`config.mk`:
```
export PLATFORM = sky130hd
export DESIGN_NAME = thirtytwo_bit_divider
export DESIGN_NICKNAME = d
export VERILOG_FILES = /design/src/rtl/thirtytwo_bit_divider.sv
export SDC_FILE = /design/constraint.sdc
export NUM_CORES = 1
export LEC_CHECK = 0
export BUFFER_PORTS_ARGS = -buffer_cell sky130_fd_sc_hd__buf_2
export CAP_MARGIN = 20
export CORE_MARGIN = 4
export CORE_UTILIZATION = 55
export DETAILED_ROUTE_END_ITERATION = 12
export GPL_TIMING_DRIVEN = 0
export PLACE_DENSITY = 0.76
export SLEW_MARGIN = 15
export SYNTH_ARGS = -nofsm -noshare
export SYNTH_HDL_FRONTEND = slang
export SYNTH_SLANG_ARGS = --single-unit
```
`constraint.sdc`:
```
create_clock -name clock -period 3.4 [get_ports clock]
set_clock_uncertainty 0.15 [all_clocks]
set_input_delay 0.68 -clock clock [delete_from_list [all_inputs] [get_ports clock]]
set_output_delay 0.68 -clock clock [all_outputs]
set_load 0.02 [all_outputs]
```
`src/rtl/thirtytwo_bit_divider.sv`:
```
`default_nettype none
// ============================================================================
// Module   : thirtytwo_bit_divider
// Purpose  : Multicycle radix-2 restoring divider. One operand pair is accepted
//            per start pulse. The core runs one quotient bit per clock. It
//            returns the quotient, the remainder and an exception flag, and
//            marks completion with a one-cycle ready pulse.
// Ports    : clock          - rising-edge clock
//            reset_n        - asynchronous active-low reset
//            ctrl_div       - start pulse, sampled only while idle
//            signed_op      - 1 = two's-complement divide, 0 = unsigned
//            data_dividend  - dividend, sampled with ctrl_div
//            data_divisor   - divisor, sampled with ctrl_div
//            data_quotient  - quotient of the last completed operation
//            data_remainder - remainder of the last completed operation
//            data_exception - 1 = last operation faulted
//            data_resultRDY - one-cycle completion pulse
//            busy           - high while an operation is in flight
// Options  : DIV_OVERFLOW_EXC_EN - when defined, signed MIN / -1 faults with
//            zero-divide timing instead of wrapping to MIN.
// Revision : 1.0 - initial release
// ============================================================================
module thirtytwo_bit_divider #(
  parameter int WIDTH = 32
) (
  input  logic             clock,
  input  logic             reset_n,
  input  logic             ctrl_div,
  input  logic             signed_op,
  input  logic [WIDTH-1:0] data_dividend,
  input  logic [WIDTH-1:0] data_divisor,
  output logic [WIDTH-1:0] data_quotient,
  output logic [WIDTH-1:0] data_remainder,
  output logic             data_exception,
  output logic             data_resultRDY,
  output logic             busy
);

  localparam int CW = $clog2(WIDTH) + 1;
  localparam logic [CW-1:0] LAST_ITER = CW'(WIDTH - 1);

  typedef enum logic [1:0] {
    IDLE = 2'd0,
    RUN  = 2'd1,
    DONE = 2'd2
  } state_t;

  state_t state, state_nxt;

  logic [WIDTH-1:0] q_reg;     // dividend magnitude shifting out, quotient shifting in
  logic [WIDTH-1:0] acc_reg;   // partial remainder
  logic [WIDTH-1:0] div_reg;   // divisor magnitude
  logic [CW-1:0]    cnt;
  logic             neg_q;     // operand signs differ in a signed op
  logic             neg_r;     // signed op with a negative dividend
  logic             err;       // operation completes through the fault path

  // Operand preparation. The magnitude of the most negative value is the
  // same bit pattern read as unsigned, so plain negation is sufficient.
  logic [WIDTH-1:0] abs_dividend, abs_divisor;
  logic             start_err, ovf;

  assign abs_dividend = (signed_op && data_dividend[WIDTH-1]) ? -data_dividend : data_dividend;
  assign abs_divisor  = (signed_op && data_divisor[WIDTH-1])  ? -data_divisor  : data_divisor;

`ifdef DIV_OVERFLOW_EXC_EN
  assign ovf = signed_op && (data_dividend == {1'b1, {(WIDTH-1){1'b0}}})
                         && (data_divisor == {WIDTH{1'b1}});
`else
  assign ovf = 1'b0;
`endif

  assign start_err = (data_divisor == '0) || ovf;

  // One restoring step. The shifted partial remainder needs WIDTH+1 bits.
  // When the trial subtraction succeeds the difference is below the divisor,
  // so its low WIDTH bits are the complete new partial remainder.
  logic [WIDTH:0]   acc_sh;
  logic [WIDTH-1:0] diff;
  logic             trial_ok;

  assign acc_sh   = {acc_reg, q_reg[WIDTH-1]};
  assign trial_ok = (acc_sh >= {1'b0, div_reg});
  assign diff     = acc_sh[WIDTH-1:0] - div_reg;

  assign busy = (state != IDLE);

  // State register
  always_ff @(posedge clock or negedge reset_n) begin
    if (!reset_n) begin
      state <= IDLE;
    end else begin
      state <= state_nxt;
    end
  end

  // Next-state logic. A faulting operation spends exactly one cycle in RUN,
  // so its result appears two edges after the start pulse is sampled.
  always_comb begin
    state_nxt = state;
    case (state)
      IDLE:    if (ctrl_div) state_nxt = RUN;
      RUN:     if (err || (cnt == LAST_ITER)) state_nxt = DONE;
      DONE:    state_nxt = IDLE;
      default: state_nxt = IDLE;
    endcase
  end

  // Datapath and result registers
  always_ff @(posedge clock or negedge reset_n) begin
    if (!reset_n) begin
      q_reg          <= '0;
      acc_reg        <= '0;
      div_reg        <= '0;
      cnt            <= '0;
      neg_q          <= 1'b0;
      neg_r          <= 1'b0;
      err            <= 1'b0;
      data_quotient  <= '0;
      data_remainder <= '0;
      data_exception <= 1'b0;
      data_resultRDY <= 1'b0;
    end else begin
      data_resultRDY <= 1'b0;
      case (state)
        IDLE: begin
          if (ctrl_div) begin
            q_reg   <= abs_dividend;
            acc_reg <= '0;
            div_reg <= abs_divisor;
            cnt     <= '0;
            err     <= start_err;
            neg_q   <= signed_op && (data_dividend[WIDTH-1] ^ data_divisor[WIDTH-1]);
            neg_r   <= signed_op && data_dividend[WIDTH-1];
          end
        end
        RUN: begin
          if (!err) begin
            q_reg   <= {q_reg[WIDTH-2:0], trial_ok};
            acc_reg <= trial_ok ? diff : acc_sh[WIDTH-1:0];
            cnt     <= cnt + 1'b1;
          end
        end
        DONE: begin
          data_resultRDY <= 1'b1;
          if (err) begin
            data_quotient  <= '0;
            data_remainder <= '0;
            data_exception <= 1'b1;
          end else begin
            // Truncating division: quotient sign from the operand signs,
            // remainder sign from the dividend.
            data_quotient  <= neg_q ? -q_reg   : q_reg;
            data_remainder <= neg_r ? -acc_reg : acc_reg;
            data_exception <= 1'b0;
          end
        end
        default: ;
      endcase
    end
  end

endmodule
`default_nettype wire

```
==> flow_summary.ini, run 1 <==
[global_route]
gr-total-overflow = 0
grt_pass1_wl_um = 48900
grt_pass1_vias = 9492
grtUsageTotal_pct = 27.3
grt_max_degree = 106
antenna_found_initial = 0

[worst_setup_path]
worstSetupStartpoint = q_reg[31]
cp-start-kind = register
rrSetupSlack_ns = 0.15
crit_required_ns = 3.55
end_kind = register
critical_path_class = register to register
worstPathMaxFanout = 4
r2r-start = q_reg[31]
crit_arrival_ns = 3.40

[power_and_ir_drop]
leakage_nw = 5.81
powerDensity_nw_per_um2 = 1110
peakVddDrop_uv = 539
fin_total_pwr_mw = 14.3

[worst_hold_path]
hp-class = input port to async pin

[logic_synthesis]
synth_nets = 1458
netlist-cell-type-count = 57
synth_top_area_share_pct = 39.0
netlist_area_um2 = 11100
synth_largest_area_cell = dfrtp_1
async_flop_share_pct = 100
syn_area_per_cell_um2 = 8.20
synthCells = 1352
ys_seq_area_share_pct = 39.0
yosys_warnings = 0
synth_edf_count = 0
ys_ff_latch = 173
ys.flop_type = dfrtp_1
netlist_top_cells_area = dfrtp_1 (39%), o21ai_0 (9.0%), nand2_1 (7.6%)

[floorplanning]
die_y_um = 150
io_pins = 135
rows = 51
dieArea_um2 = 22500
start_util_pct = 56.4
fp.dieW_um = 150
core_um2 = 19700

[layout]
regArea_um2 = 4330
layout_commonest_cell = nand2_1
diodes = 0
final_cell_mix = nand2_1 (224), o21ai_0 (198), dfrtp_1 (173)
multiInputGateArea_um2 = 6390
fillCellCount = 1776
utilization_pct = 65.5
nNetsFinal = 1617
instances_no_fill = 1789
area_growth_pct = 16.0
drive_gt1_share_pct = 13.5

[placement]
dp_hpwl_um = 24100
gp_congestion = 0.958
port_buffers = 134
dp.cells = 1752

[clock_tree]
numCtsBuffers = 17
clock_sinks = 173
cts_buffer_depth = 2
cts_tree = yes
clk_latency_ns = 0.43
cts_hold_buf = 0
cts_root_buffer = clkbuf_16
cts_max_level = 4
cts.clk_slew.worst_paths_ns = 0.07

[timing]
worst_slew_pin_slew_ns = 0.810
fin_hold_ws_ns = 0.131
period_share_pct = 95.5
hold_viol = 0
setup_viol = 0
max-slew-margin-rel_pct = 45.8
timing.setup.tns_ns = 0
slew_viol_final = 0
fin_crit_ns = 3.25
max_freq_mhz = 308

[routing]
routedWlPerCell_um = 17.2
drt_iter0_markers = 825
drt-pass1-iter-count = 5
routed_wl_um = 30800
drc = 0
via_count = 10400
viasPerCell = 5.81
ant_nets = 0

[flow_run]
maxCapViolations = 0

[status]
status = completed
==> per-layer routing <==
layer	part of all wire (%)	up-vias	global-route usage, %
li1	-	5072	-
met1	47	4919	40.8
met2	43	360	40.2
met3	8.2	38	6.06
met4	1.5	0	6.95
met5	0	-	0
==> layout make-up <==
class | instances | area share [%]
multi-input cells | 1056 | 49.6
flip-flops and latches | 173 | 33.6
repair buffers | 140 | 5.89
clock buffers | 17 | 3.31
well taps | 265 | 2.58
plain buffers | 67 | 2.00
inverters | 56 | 1.63
clock inverters | 15 | 1.31
==> where the power goes <==
group          internal (mW)  switching [mW]  total [mW]
clock                  0.988           0.944        1.93
combinational           3.16            5.19        8.35
sequential              2.99            1.04        4.03
==> final timing paths <==
kind / depth (start not counted) / to
worst max-delay path: 14 / acc_reg[24]
worst min-delay path: 1 / div_reg[20]
worst max register to register: 14 / acc_reg[24]
worst min register to register: 2 / data_remainder[21]
max in group asynchronous: 2 / data_quotient[20]
min in group clock: 2 / data_remainder[21]
==> critical path: stages, from the launching register on <==
cell,delay (ns)
dfrtp_1,0.42
inv_2,0.11
ha_1,0.17
inv_1,0.06
fa_2,0.36
a21oi_2,0.20
nor2_1,0.07
o311ai_2,0.39
a21oi_2,0.17
buf_4,0.17
a211oi_2,0.25
o31ai_1,0.10
a21oi_1,0.19
xor2_1,0.19
o21ai_0,0.11
==> logic make-up after synthesis <==
| kind of cell | share of synthesized area, % |
|---|---|
| simple gates | 18.7 |
| flops | 39.0 |
| fa+ha+maj | 4.35 |
| buf+inv | 4.16 |
| xor+xnor | 11.4 |
| compound gates | 21.4 |
| mux | 0.993 |
==> what timing repair did <==
| item | 4_1_cts | 5_1_grt |
|---|---|---|
| pin swaps | 0 | 6 |
| cloned | 0 | 0 |
| buffers inserted | 0 | 5 |
| setup endpoints to repair | 29 | 33 |
| gates resized for setup | 12 | 16 |
==> synthesized netlist by cell type, types with 2 or more instances <==
cell type  number
nand2_1       224
o21ai_0       200
dfrtp_1       173
a21oi_1        99
xor2_1         94
nor2_1         87
clkbuf_1       60
inv_1          56
xnor2_1        50
ha_1           37
o31ai_1        29
nor3_1         22
nand2b_1       17
or3_1          17
nand3_1        15
nor4_1         15
o41ai_1        14
or4_1          14
a21o_1         12
mux2i_1        11
a31oi_1         7
and2_1          7
buf_1           7
nand4_1         7
a211oi_1        6
a32oi_1         6
and3_1          6
o21a_1          6
nor2b_1         4
o211ai_1        4
o21ai_1         4
a21boi_0        3
a22o_1          3
or2_2           3
or4_4           3
a221oi_1        2
a22oi_1         2
a31o_2          2
and4_1          2
nand2b_4        2
nor3b_1         2
o21ai_2         2
o21bai_1        2
==> through the flow <==
| step | worst slack [ns] | instance area, um2 |
|---|---|---|
| detailed placement | -0.686 | 12100 |
| finish | 0.153 | 12900 |
| global placement | -1.14 | 12100 |
| CTS | -0.0479 | 12800 |
| floorplan | 0.299 | 11100 |
| global route | -0.00207 | 12900 |
(Power assumes the default switching activity.)
==> inputs of run 2 (changes only) <==
PLACE_DENSITY = 0.8   (was 0.76)
==> flow_summary.ini, run 2 (same netlist as run 1, synthesis figures left out) <==
[routing]
wl_met3_um = 2710
highest_layer = met4
routedWlPerCell_um = 17.0
viasPerCell = 5.83
ant_nets = 0
drt_iter0_markers = 824
wirelength_met1_um = 14200
drt-pass1-iter-count = 5
wl_met2_um = 13000
via_count = 10400
drc = 0
routed_wl_um = 30400

[layout]
final_cell_area_um2 = 12800
area_growth_pct = 15.6
utilization_pct = 65.3
layout_commonest_cell = nand2_1
drive_gt1_share_pct = 13.5
diodes = 0
nNetsFinal = 1617
instances_no_fill = 1789
fillCellCount = 1724
final_cell_mix = nand2_1 (224), o21ai_0 (200), dfrtp_1 (172)

[timing]
slew_viol_final = 0
hold_viol = 0
setup_viol = 0
fin_crit_ns = 3.24
period_share_pct = 95.2
max_freq_mhz = 309
worst_slew_pin_slew_ns = 0.755
max-slew-margin-rel_pct = 49.5

[clock_tree]
cts_tree = yes
cts_buffer_depth = 2
cts_root_buffer = clkbuf_16
numCtsBuffers = 17
cts_hold_buf = 0
clk_latency_ns = 0.44
cts_max_level = 4
cts.clk_slew.worst_paths_ns = 0.07
clock_sinks = 173

[power_and_ir_drop]
powerDensity_nw_per_um2 = 1100
peakVddDrop_uv = 619
leakage_nw = 5.79

[global_route]
grt_pass1_vias = 9654
grt_pass1_wl_um = 48700
grtUsageTotal_pct = 27.0
antenna_found_initial = 0
grt_max_degree = 89
gr-total-overflow = 0

[worst_setup_path]
r2r_end = acc_reg[27]
critical_path_class = register to register
worstPathMaxFanout = 7
end_kind = register
slowest_stage = dfrtp_1
r2r-start = acc_reg[3]
crit_arrival_ns = 3.40
rrSetupSlack_ns = 0.16
cp_common_cell = nand2_1
crit_required_ns = 3.57
cp_slowest_stage_delay_ns = 0.49
cp-start-kind = register
r2r_cells = 10
cp_cell_sequence = ha_1 -> nand2_1 -> a211o_1 -> a21oi_1 -> o21ai_0 -> o21ai_2 -> a221oi_2 -> o31ai_1 -> mux2i_1 -> nand2_1

[floorplanning]
fp.dieW_um = 150
rows = 51
io_pins = 135
dieArea_um2 = 22500
die_y_um = 150
core_um2 = 19700
start_util_pct = 56.4

[flow_run]
maxCapViolations = 0

[placement]
placed_cell_area_um2 = 12100
gp_congestion = 1.00
dp.cells = 1752
dp_hpwl_um = 23600
port_buffers = 134

[status]
status = completed

[worst_hold_path]
hp-class = input port to async pin
## run 2: cell count changes in the layout (fill, tap and decap cells not counted), sizes merged
| cell | change |
|---|---|
| clkbuf | +2 |
| clkinv | -4 |
| inv | +1 |
| clkinvlp | +1 |
## run 2: what timing repair did
action	4_1_cts	5_1_grt
setup endpoints to repair	28	34
gates cloned	0	0
buffers inserted	0	5
pin swaps	0	5
gates resized for setup	10	19
## run 2: how the worst max path moves through the flow
stage,slack (ns),from,to,cells past startpoint
after CTS,0.002,acc_reg[3],acc_reg[12],11
final,0.16,acc_reg[3],acc_reg[27],10
after global routing,-0.005,acc_reg[7],acc_reg[21],11
after global placement,-1.12,reset_n,data_quotient[11],1
after detailed placement,-0.63,q_reg[31],acc_reg[28],13
after floorplan,0.30,q_reg[31],acc_reg[28],13
## run 2: power by group
part,internal [mW],switching [mW],total [mW]
logic,3.13,5.16,8.29
registers,2.99,0.996,3.99
clock network,0.987,0.899,1.89
## run 2: area by class of cell
type / instances / area (um2) / area share [%]
Clock inverter: 13 / 123 / 0.956
Inverter: 56 / 210 / 1.64
Sequential cell: 173 / 4330 / 33.8
Buffer: 67 / 260 / 2.03
Multi-Input combinational cell: 1056 / 6380 / 49.8
Clock buffer: 19 / 443 / 3.45
Timing Repair Buffer: 140 / 746 / 5.81
Tap cell: 265 / 332 / 2.58
## run 2: per-stage QoR
step	power, mW	hold WS, ns	TNS (ns)	setup slack (ns)
2_1_floorplan	9.55	0.234	0	0.299
3_3_place_gp	11.6	0.308	-195.99	-1.12
3_5_place_dp	11.8	0.315	-8.69	-0.630
4_1_cts	13.8	0.116	0	0.00173
5_1_grt	15.3	0.144	-0.00465	-0.00465
6_report	14.2	0.0978	0	0.162
## run 2: metal layers
| metal | vias to the layer above | track usage [%] |
|---|---|---|
| li1 | 5063 | - |
| met3 | 46 | 5.78 |
| met5 | - | 0 |
| met4 | 0 | 7.23 |
| met1 | 4916 | 40.3 |
| met2 | 406 | 39.8 |
## run 2: critical path: cells and delay by family (launching register included)
family,cells,cell delay (ns)
AO/OA/AOI/OAI,6,1.59
flip-flops,1,0.49
adder cells (fa/ha/maj),1,0.40
multiplexers,1,0.26
AND/OR/NAND/NOR,2,0.21
==> inputs of run 3 (changes only) <==
ABC_CLOCK_PERIOD_IN_PS = 3400   (was default)
CORE_UTILIZATION = 59   (was 55)
PLACE_DENSITY = 0.85   (was 0.8)
==> flow_summary.ini, run 3 (same netlist as run 1, synthesis figures left out) <==
[status]
status = completed

[placement]
placed_cell_area_um2 = 12100
gp_congestion = 0.946
dp_hpwl_um = 23700
post-place-ws_ns = -0.685
dp.cells = 1716
port_buffers = 134

[clock_tree]
cts.clk_slew.worst_paths_ns = 0.07
clk_latency_ns = 0.44
cts_buffer_depth = 2
clock_sinks = 173
cts_root_buffer = clkbuf_16
cts_max_level = 4
cts_tree = yes
numCtsBuffers = 17

[global_route]
grt_pass1_wl_um = 49700
grt_max_degree = 110
gr-total-overflow = 0
grtUsageTotal_pct = 28.5
grt_pass1_vias = 9786
use_met3_pct = 5.74
use_met1_pct = 42.2
antenna_found_initial = 0
grt_busiest_layer = met2
met2_usage_pct = 43.2

[routing]
via_count = 10500
drt-pass1-iter-count = 5
routed_wl_um = 30600
routedWlPerCell_um = 17.5
viasPerCell = 6.01
drc = 0
drt_iter0_markers = 986
ant_nets = 0

[power_and_ir_drop]
pwr-share-comb_pct = 58.6
peakVddDrop_uv = 604
swShare_pct = 49.9
fin_total_pwr_mw = 14.1
powerDensity_nw_per_um2 = 1110
power_frac_seq_pct = 28.2
intPower_mw = 7.08
leakage_nw = 5.79
pwr-share-clk_pct = 13.2
power_switching_mw = 7.05

[worst_setup_path]
end_kind = register
cp-start-kind = register
critical_path_class = register to register
crit_arrival_ns = 3.40
r2r_cells = 13
crit_required_ns = 3.56
rrSetupSlack_ns = 0.16
worstPathMaxFanout = 4
r2r_end = acc_reg[28]
r2r-start = q_reg[31]

[timing]
slew_viol_final = 0
setup_viol = 0
fin_crit_ns = 3.24
rsz0062_at_grt = false
fin_ws_ns = 0.159
period_share_pct = 95.3
max_freq_mhz = 309
hold_viol = 0
max-slew-margin-rel_pct = 51.3
worst_slew_pin_slew_ns = 0.727

[layout]
final_cell_area_um2 = 12800
instances_no_fill = 1751
fillCellCount = 1441
nNetsFinal = 1615
multiInputGateArea_um2 = 6400
drive_gt1_share_pct = 13.3
diodes = 0
final_cell_mix = nand2_1 (224), o21ai_0 (200), dfrtp_1 (172)
regArea_um2 = 4330
layout_commonest_cell = nand2_1
area_growth_pct = 15.2
utilization_pct = 70.2

[flow_run]
maxCapViolations = 0

[floorplanning]
start_util_pct = 60.9
die_y_um = 145
fp.dieW_um = 145
dieArea_um2 = 21100
core_um2 = 18200
io_pins = 135
rows = 49

[worst_hold_path]
hp-class = input port to async pin
run 3: cell count changes in the layout (fill, tap and decap cells not counted), moves of 2 or more:
cell        previous run  this run
clkinvlp_4             3         1
inv_6                  3         6
clkinv_2               0         2
inv_8                  5         2
run 3: worst max-delay path: stages, from the launching register on:
cell       delay, ns
dfrtp_1         0.42
inv_2           0.11
ha_1            0.18
inv_1           0.06
fa_2            0.36
a21oi_2         0.21
nor2_1          0.09
o311ai_4        0.38
a21oi_4         0.14
a2111oi_4       0.45
o31ai_1         0.15
a21oi_1         0.19
xor2_1          0.14
o21ai_0         0.08
run 3: cell type report:
type                            count  share of cell area [%]
Multi-Input combinational cell   1056                    50.1
Sequential cell                   173                    33.9
Timing Repair Buffer              138                    5.72
Clock buffer                       18                    3.36
Tap cell                          229                    2.24
Buffer                             67                    2.04
Inverter                           56                    1.65
Clock inverter                     14                   0.989
run 3: worst max path at each step:
stage / from / endpoint / slack, ns / cells after the start
after detailed placement: q_reg[31] / acc_reg[28] / -0.69 / 13
after CTS: q_reg[31] / acc_reg[28] / 0.02 / 13
after global routing: data_dividend[4] / q_reg[26] / 0.007 / 10
after global placement: reset_n / data_quotient[11] / -1.07 / 1
after floorplan: q_reg[31] / acc_reg[28] / 0.30 / 13
final: q_reg[31] / acc_reg[28] / 0.16 / 13
run 3: metal layers:
layer | wire length, um | vias up
li1 | - | 5063
met1 | 14000 | 4965
met2 | 13300 | 442
met3 | 2770 | 47
met4 | 489 | 0
met5 | 0 | -
run 3: timing repair:
action,in CTS,in global routing
cloned,0,0
hold buffers,0,0
pin swaps,0,6
gates resized for setup,12,17
buffers inserted,0,3
setup endpoints to repair,32,32
run 3: power by group through the flow:
stage          Sequential, mW  Clock (mW)  Combinational, mW
2_1_floorplan            4.08           0               5.46
3_3_place_gp             3.92           0               7.69
3_5_place_dp             3.98           0               7.86
4_1_cts                  3.95        1.87               8.00
5_1_grt                  4.10        1.97               9.17
6_report                 3.99        1.87               8.27
run 3: metrics by stage:
stage | hold WS (ns) | TNS (ns)
6_report | 0.0259 | 0
5_1_grt | 0.0603 | 0
4_1_cts | 0.0348 | 0
3_5_place_dp | 0.315 | -12.77
3_3_place_gp | 0.307 | -192.66
2_1_floorplan | 0.234 | 0
